$ cat config.mk
export PLATFORM = sky130hd
export DESIGN_NAME = rf_wb_arbiter
export DESIGN_NICKNAME = d
export VERILOG_FILES = /design/src/rtl/rf_wb_arbiter.sv
export SDC_FILE = /design/constraint.sdc
export NUM_CORES = 1
export LEC_CHECK = 0
export CAP_MARGIN = 25
export CORE_MARGIN = 2
export CORE_UTILIZATION = 44
export CTS_BUF_LIST = sky130_fd_sc_hd__clkbuf_16
export CTS_CLUSTER_SIZE = 28
export DETAILED_ROUTE_END_ITERATION = 16
export PLACE_DENSITY_LB_ADDON = 0.12
export SLEW_MARGIN = 20
export SYNTH_ARGS = -nofsm -noshare
export SYNTH_HDL_FRONTEND = slang
export SYNTH_SLANG_ARGS = --single-unit
$ cat constraint.sdc
create_clock -name clk -period 3 [get_ports clk]
set_clock_uncertainty 0.05 [all_clocks]
set_input_delay 0.9 -clock clk [delete_from_list [all_inputs] [get_ports clk]]
set_output_delay 0.9 -clock clk [all_outputs]
set_load 0.05 [all_outputs]
$ cat src/rtl/rf_wb_arbiter.sv
// Write-back arbiter for the single register-file write port: the pipeline result (A) always wins,
// long-latency results (B) queue in a small FIFO, and a busy bitmap tracks registers still awaiting a B write.
module rf_wb_arbiter #(
  parameter int DATA_WIDTH = 32,
  parameter int ADDR_WIDTH = 5,
  parameter int FIFO_DEPTH = 2
) (
  input  logic                       clk,
  input  logic                       rst,
  input  logic                       a_valid,
  input  logic [ADDR_WIDTH-1:0]      a_waddr,
  input  logic [DATA_WIDTH-1:0]      a_wdata,
  input  logic                       b_valid,
  output logic                       b_ready,
  input  logic [ADDR_WIDTH-1:0]      b_waddr,
  input  logic [DATA_WIDTH-1:0]      b_wdata,
  input  logic                       iss_valid,
  input  logic [ADDR_WIDTH-1:0]      iss_waddr,
  output logic [(2**ADDR_WIDTH)-1:0] busy,
  output logic                       rf_wen,
  output logic [ADDR_WIDTH-1:0]      rf_waddr,
  output logic [DATA_WIDTH-1:0]      rf_wdata
);
  localparam int NREG  = 2**ADDR_WIDTH;
  localparam int PTR_W = $clog2(FIFO_DEPTH);
  localparam int CNT_W = PTR_W + 1;
  localparam int ENT_W = ADDR_WIDTH + DATA_WIDTH;

  logic [ENT_W-1:0]      mem_q [FIFO_DEPTH];
  logic [ENT_W-1:0]      mem_d [FIFO_DEPTH];
  logic [PTR_W-1:0]      wr_ptr_q, wr_ptr_d, rd_ptr_q, rd_ptr_d;
  logic [CNT_W-1:0]      count_q, count_d;
  logic                  rf_wen_q, rf_wen_d, rf_from_b_q, rf_from_b_d;
  logic [ADDR_WIDTH-1:0] rf_waddr_q, rf_waddr_d;
  logic [DATA_WIDTH-1:0] rf_wdata_q, rf_wdata_d;
  logic [NREG-1:0]       busy_q, busy_d;
  logic                  a_sel, push, pop;
  logic [ENT_W-1:0]      head;
  logic [ADDR_WIDTH-1:0] head_addr;
  logic [DATA_WIDTH-1:0] head_data;

  assign b_ready  = (count_q != CNT_W'(FIFO_DEPTH));
  assign busy     = busy_q;
  assign rf_wen   = rf_wen_q;
  assign rf_waddr = rf_waddr_q;
  assign rf_wdata = rf_wdata_q;

  // FIFO bookkeeping: push on B handshake, pop whenever A leaves the port idle
  always_comb begin
    a_sel     = a_valid && (a_waddr != '0);
    push      = b_valid && b_ready;
    pop       = !a_sel && (count_q != '0);
    head      = mem_q[rd_ptr_q];
    head_addr = head[ENT_W-1:DATA_WIDTH];
    head_data = head[DATA_WIDTH-1:0];
    mem_d     = mem_q;
    wr_ptr_d  = wr_ptr_q;
    rd_ptr_d  = rd_ptr_q;
    if (push) begin
      mem_d[wr_ptr_q] = {b_waddr, b_wdata};
      wr_ptr_d        = wr_ptr_q + PTR_W'(1);
    end else begin
      wr_ptr_d = wr_ptr_q;
    end
    if (pop) begin
      rd_ptr_d = rd_ptr_q + PTR_W'(1);
    end else begin
      rd_ptr_d = rd_ptr_q;
    end
    case ({push, pop})
      2'b10:   count_d = count_q + CNT_W'(1);
      2'b01:   count_d = count_q - CNT_W'(1);
      default: count_d = count_q;
    endcase
  end

  // Write selection; address/data hold whenever no write is issued
  always_comb begin
    rf_wen_d    = 1'b0;
    rf_from_b_d = 1'b0;
    rf_waddr_d  = rf_waddr_q;
    rf_wdata_d  = rf_wdata_q;
    if (a_sel) begin
      rf_wen_d   = 1'b1;
      rf_waddr_d = a_waddr;
      rf_wdata_d = a_wdata;
    end else if (pop) begin
      // an x0 entry is still consumed, it just never reaches the register file
      rf_from_b_d = 1'b1;
      if (head_addr != '0) begin
        rf_wen_d   = 1'b1;
        rf_waddr_d = head_addr;
        rf_wdata_d = head_data;
      end else begin
        rf_wen_d = 1'b0;
      end
    end else begin
      rf_wen_d = 1'b0;
    end
  end

  // Scoreboard: clear on committed B write, then set on issue so a same-edge set wins
  always_comb begin
    busy_d = busy_q;
    if (rf_wen_q && rf_from_b_q) begin
      busy_d[rf_waddr_q] = 1'b0;
    end else begin
      busy_d = busy_q;
    end
    if (iss_valid && (iss_waddr != '0)) begin
      busy_d[iss_waddr] = 1'b1;
    end else begin
      busy_d[0] = 1'b0;
    end
    busy_d[0] = 1'b0;
  end

  // Control state with synchronous reset
  always_ff @(posedge clk) begin
    if (rst) begin
      wr_ptr_q    <= '0;
      rd_ptr_q    <= '0;
      count_q     <= '0;
      rf_wen_q    <= 1'b0;
      rf_from_b_q <= 1'b0;
      rf_waddr_q  <= '0;
      rf_wdata_q  <= '0;
      busy_q      <= '0;
    end else begin
      wr_ptr_q    <= wr_ptr_d;
      rd_ptr_q    <= rd_ptr_d;
      count_q     <= count_d;
      rf_wen_q    <= rf_wen_d;
      rf_from_b_q <= rf_from_b_d;
      rf_waddr_q  <= rf_waddr_d;
      rf_wdata_q  <= rf_wdata_d;
      busy_q      <= busy_d;
    end
  end

  // FIFO storage needs no reset; occupancy alone marks entries as valid
  always_ff @(posedge clk) begin
    mem_q <= mem_d;
  end
endmodule

==> results of run 1 <==
## cell type report
class	instances	area (um2)
clock inverters	13	86.3
multi-input cells	340	2220
inverters	2	7.51
well taps	176	220
repair buffers	173	1740
flip-flops and latches	148	3700
fillers	1086	4890
clock buffers	19	475
## kinds of logic after synthesis
family	synth area share, %
other cells	0.0617
mux	12.0
xor+xnor	0.432
compound gates	11.0
fa+ha+maj	0.206
simple gates	12.1
flops	60.9
buf+inv	3.25
## layout by cell type (no fill, tap or decap), types with 2 or more instances in the layout
cell type / Yosys / routed
clkdlybuf4s50_1: 0 / 153
edfxtp_1: 74 / 74
nand2_1: 73 / 73
mux2i_1: 73 / 73
dfxtp_1: 74 / 73
nand3_1: 33 / 33
a21oi_1: 33 / 33
o211ai_1: 32 / 32
o21ai_0: 29 / 29
clkbuf_16: 0 / 19
buf_4: 3 / 15
nor2_1: 9 / 8
nor2b_1: 5 / 5
nor3b_1: 5 / 5
buf_12: 2 / 5
a221o_1: 4 / 4
inv_1: 1 / 4
or3_1: 4 / 4
o21ai_1: 5 / 4
nor3_1: 3 / 3
and3b_1: 3 / 3
nand3b_1: 3 / 3
clkinv_2: 0 / 3
clkinv_1: 1 / 3
xor2_1: 2 / 2
inv_2: 0 / 2
and3_1: 3 / 2
nand4b_1: 2 / 2
or3b_1: 2 / 2
## Yosys cell counts (3+ instances only)
library cell,number,area (um2)
clkbuf_1,21,78.8
o21ai_1,5,25.0
a21oi_1,33,165
a221o_1,4,40.0
nor2b_1,5,31.3
mux2i_1,73,731
nand2_1,73,274
edfxtp_1,74,2220
or3_1,4,25.0
nand3b_1,3,22.5
dfxtp_1,74,1480
and3_1,3,18.8
o211ai_1,32,240
and3b_1,3,26.3
nor2_1,9,33.8
o21ai_0,29,145
nand3_1,33,165
nor3_1,3,15.0
nor3b_1,5,37.5
buf_2,6,30.0
buf_4,3,22.5
## per-stage QoR
stage / cell area, um2 / total power, mW / setup WS, ps / hold slack [ps]
after floorplan: 6080 / 4.09 / 495 / 422
after global placement: 7900 / 4.74 / 108 / 395
after detailed placement: 7900 / 4.79 / 71.6 / 402
after CTS: 8460 / 6.79 / 168 / 410
after global routing: 8460 / 7.02 / 154 / 422
final: 8460 / 6.73 / 190 / 406
## path summary, 6_finish.rpt
kind	start	to	slack [ps]	cells past startpoint
min reg2reg	rf_wdata[24]	rf_wdata[24]	410	2
max	rf_waddr[4]	rf_waddr[4]	190	1
min	rf_wdata[24]	rf_wdata[24]	410	2
max reg2reg	rd_ptr_q	rf_waddr[3]	1200	4
## power groups by stage
stage	clock, mW	combinational (mW)	sequential (mW)
after detailed placement	0	2.07	2.71
after global routing	2.12	2.19	2.71
after global placement	0	2.03	2.70
after floorplan	0	0.890	3.20
final	1.99	2.06	2.67
after CTS	2.03	2.08	2.67
## layer usage
metal | wire (um) | track usage [%]
met4 | 239 | 7.54
met5 | 0 | 0
met1 | 6450 | 26.3
met2 | 7390 | 35.0
met3 | 943 | 5.10
## registers in the layout, summed over array words and instances (netlist names)
signal       flops
rf_waddr         5
rd_ptr_q         1
wr_ptr_q         1
count_q          2
rf_wdata        32
mem_q           74
busy            31
rf_wen           1
rf_from_b_q      1
==> impl_metrics.ini, run 1 <==
[place]
dp_hpwl_um = 10000
place_congestion = 0.779
dp_cells = 839
portBuffers = 153

[timing]
finalSetupTns_ps = 0
post-route-period-util_pct = 93.7
setup_viol_count_final = 0
fmax_mhz = 356
worst_pin_slew_ps = 636
slew_headroom_pct = 57.4
post-route-min-period_ps = 2810
rsz0062_at_grt = no
slew_viol_final = 0
hold_violations = 0

[clock_network]
worstSkewPairLatency_ps = 410
cts_tree = done
cts_root_buf = clkbuf_16
path_clk_slew_ps = 60
htreeDepth = 4
hold_buffers = 0
cts_buffers = 17
cts.sinks = 148
post-cts-setup-buffers = 0
clk_path_buf_depth = 2
cts.repair.resized = 0

[floorplanning]
initial_core_util_pct = 45.6
fp.dieW_um = 122
fp.dieH_um = 122
coreArea_um2 = 13300
io_pins = 155
dieArea_um2 = 14800
row_count = 42

[route]
vias_per_cell = 5.32
drtAntennaViolNets = 0
route.detailed.drc = 0
wirelength_um = 15000
drt_first_pass_iters = 4
vias = 4635
first_iter_violations = 322
wl_per_cell_um = 17.2

[synthesis]
syn-num-nets = 610
ys_ff_latch = 148
synth_edf_count = 74
synth_flop_cell = edfxtp_1
async_reset_ff_share_pct = 0
netlist_area_um2 = 6080
syn_inst = 525
syn_area_per_cell_um2 = 11.6
ys_seq_area_share_pct = 60.9
yosys_warnings = 0
ys_types = 45

[global_routing]
track_usage_pct = 20.8
grt_max_degree = 46
first_global_vias = 4653
gr-total-overflow = 0
antenna_found_initial = 0
grt_pass1_wl_um = 23500

[setup_path]
startpoint_type = register
criticalPathCategory = reg2out
crit_slowest_cell = clkdlybuf4s50_1
worstPathArrival_ps = 1860
critPathBufInv = 1
cp.required_ps = 2050
crit_chain = clkdlybuf4s50_1
crit_fanout = 10
crit_family = buffers and inverters
end_kind = output port
slowest_delay_ps = 900

[outcome]
status = complete, no violations

[power_and_ir_drop]
p_int_mw = 4.52
p_seq_share_pct = 39.7
power_switching_mw = 2.21
irDropWorstVdd_uv = 486
p_per_area_nw_per_um2 = 795
leakagePower_nw = 2.92
switching_share_pct = 32.8
power_frac_clock_pct = 29.6
combinationalPowerShare_pct = 30.7

[layout]
drive_above_1_share_pct = 8.06
final_net_count = 767
final_util_pct = 63.4
syn_to_final_growth_pct = 39.1
final_cells = 871
diodes = 0

[job]
maxCapViolations = 0

[hold_path]
min_path_type = reg2reg
Note: power is estimated with default switching activity, not from simulation.
==> inputs of run 2 (changes only) <==
--- a/config.mk
+++ b/config.mk
@@ -5,6 +5,7 @@
 export SDC_FILE = /design/constraint.sdc
 export NUM_CORES = 1
 export LEC_CHECK = 0
+export ABC_CLOCK_PERIOD_IN_PS = 3000
 export CAP_MARGIN = 25
 export CORE_MARGIN = 2
 export CORE_UTILIZATION = 44
==> results of run 2 <==
No change in the layout: final DEF, timing and power equal those of run 1.
==> inputs of run 3 (changes only) <==
--- a/config.mk
+++ b/config.mk
@@ -7,7 +7,6 @@
 export LEC_CHECK = 0
 export ABC_CLOCK_PERIOD_IN_PS = 3000
 export CAP_MARGIN = 25
-export CORE_MARGIN = 2
 export CORE_UTILIZATION = 44
 export CTS_BUF_LIST = sky130_fd_sc_hd__clkbuf_16
 export CTS_CLUSTER_SIZE = 28
==> impl_metrics.ini, run 3 (synthesis gave the netlist of run 1 again) <==
[hold_path]
whs_endpoint = rf_wdata[24]
min_from = rf_wdata[24]
min_path_type = reg2reg
whs_path_depth = 2

[setup_path]
slowest_delay_ps = 890
reg2regPathDepth = 5
cp.required_ps = 2050
crit_slowest_cell = clkdlybuf4s50_1
crit_fanout = 10
r2r_end = rf_wdata[13]
startpoint_type = register
critPathBufInv = 1
end_kind = output port
crit_chain = clkdlybuf4s50_1
r2r_start = rd_ptr_q
rrSetupSlack_ps = 1140
crit_family = buffers and inverters
worstPathArrival_ps = 1830
criticalPathCategory = reg2out

[route]
drt_first_pass_iters = 5
drtAntennaViolNets = 0
vias_per_cell = 5.33
first_iter_violations = 307
route.detailed.drc = 0
vias = 4639
wl_per_cell_um = 16.9
wirelength_um = 14700

[power_and_ir_drop]
p_per_area_nw_per_um2 = 789
p_int_mw = 4.49
power_switching_mw = 2.20
power_frac_clock_pct = 29.0
irDropWorstVdd_uv = 409
leakagePower_nw = 2.93
p_seq_share_pct = 40.1
combinationalPowerShare_pct = 30.8
switching_share_pct = 32.9

[layout]
largest_register_ffs = 74
final_cell_mix = clkdlybuf4s50_1, edfxtp_1, nand2_1, mux2i_1, dfxtp_1
diodes = 0
final_common_cell = clkdlybuf4s50_1
final_cells = 870
syn_to_final_growth_pct = 39.3
drive_above_1_share_pct = 8.65
largest_register = mem_q
fillers = 1100
final_net_count = 766

[floorplanning]
initial_core_util_pct = 45.6
fp.dieH_um = 120
io_pins = 155
fp.dieW_um = 120
dieArea_um2 = 14300
row_count = 42
coreArea_um2 = 13300

[timing]
slew_viol_final = 0
rsz0062_at_grt = no
finalSetupTns_ps = 0
post-route-min-period_ps = 2780
slew_headroom_pct = 57.3
worst_pin_slew_ps = 638
whs_ps = 407
post-route-period-util_pct = 92.6
hold_violations = 0
fmax_mhz = 360
setup_viol_count_final = 0

[clock_network]
cts_buffers = 17
post-cts-setup-buffers = 0
worstSkewPairLatency_ps = 410
cts_tree = done
path_clk_slew_ps = 60
hold_buffers = 0
cts.repair.resized = 0
clk_path_buf_depth = 2
htreeDepth = 4
cts.sinks = 148
cts_root_buf = clkbuf_16

[global_routing]
grt_pass1_wl_um = 23700
grt_max_degree = 44
track_usage_pct = 21.8
first_global_vias = 4719
antenna_found_initial = 0
gr-total-overflow = 0

[place]
dp_hpwl_um = 9920
place_congestion = 0.824
portBuffers = 153
dp_cells = 838

[outcome]
status = complete, no violations

[job]
maxCapViolations = 0
-- run 3: cell type report --
cell class / instances / area, um2 / share of cell area [%]
clock inverters: 14 / 92.6 / 1.09
inverters: 2 / 7.51 / 0.0886
repair buffers: 172 / 1770 / 20.9
multi-input cells: 340 / 2220 / 26.2
flip-flops and latches: 148 / 3700 / 43.7
well taps: 176 / 220 / 2.60
clock buffers: 18 / 450 / 5.32
-- run 3: how the worst max path moves through the flow --
stage	startpoint	to	cells after the start
floorplan	count_q[0]	mem_q[37]	3
global placement	a_waddr[2]	count_q[1]	7
detailed placement	a_waddr[0]	count_q[1]	7
CTS	rf_waddr[4]	rf_waddr[4]	1
global route	rf_waddr[4]	rf_waddr[4]	1
finish	rf_waddr[4]	rf_waddr[4]	1
-- run 3: power by group through the flow --
stage	logic, mW	clock network [mW]	registers, mW
final	2.06	1.94	2.68
after global routing	2.19	2.08	2.73
after CTS	2.08	1.98	2.69
after detailed placement	2.08	0	2.72
after global placement	2.04	0	2.71
after floorplan	0.890	0	3.20
-- run 3: layer usage --
layer | track usage, % | vias to the layer above | part of all wire [%]
li1 | - | 2251 | -
met2 | 36.1 | 141 | 49
met4 | 9.61 | 0 | 1.3
met3 | 5.04 | 13 | 4.8
met1 | 27.2 | 2234 | 44
met5 | 0 | - | 0
-- run 3: through the flow --
stage	setup slack, ps	util, %	cell area, um2	power [mW]
2_1_floorplan	495	-	6080	4.09
3_3_place_gp	108	59.4	7930	4.75
3_5_place_dp	60.6	59.4	7930	4.80
4_1_cts	176	63.5	8470	6.75
5_1_grt	148	63.5	8470	7.00
6_report	221	63.5	8470	6.69
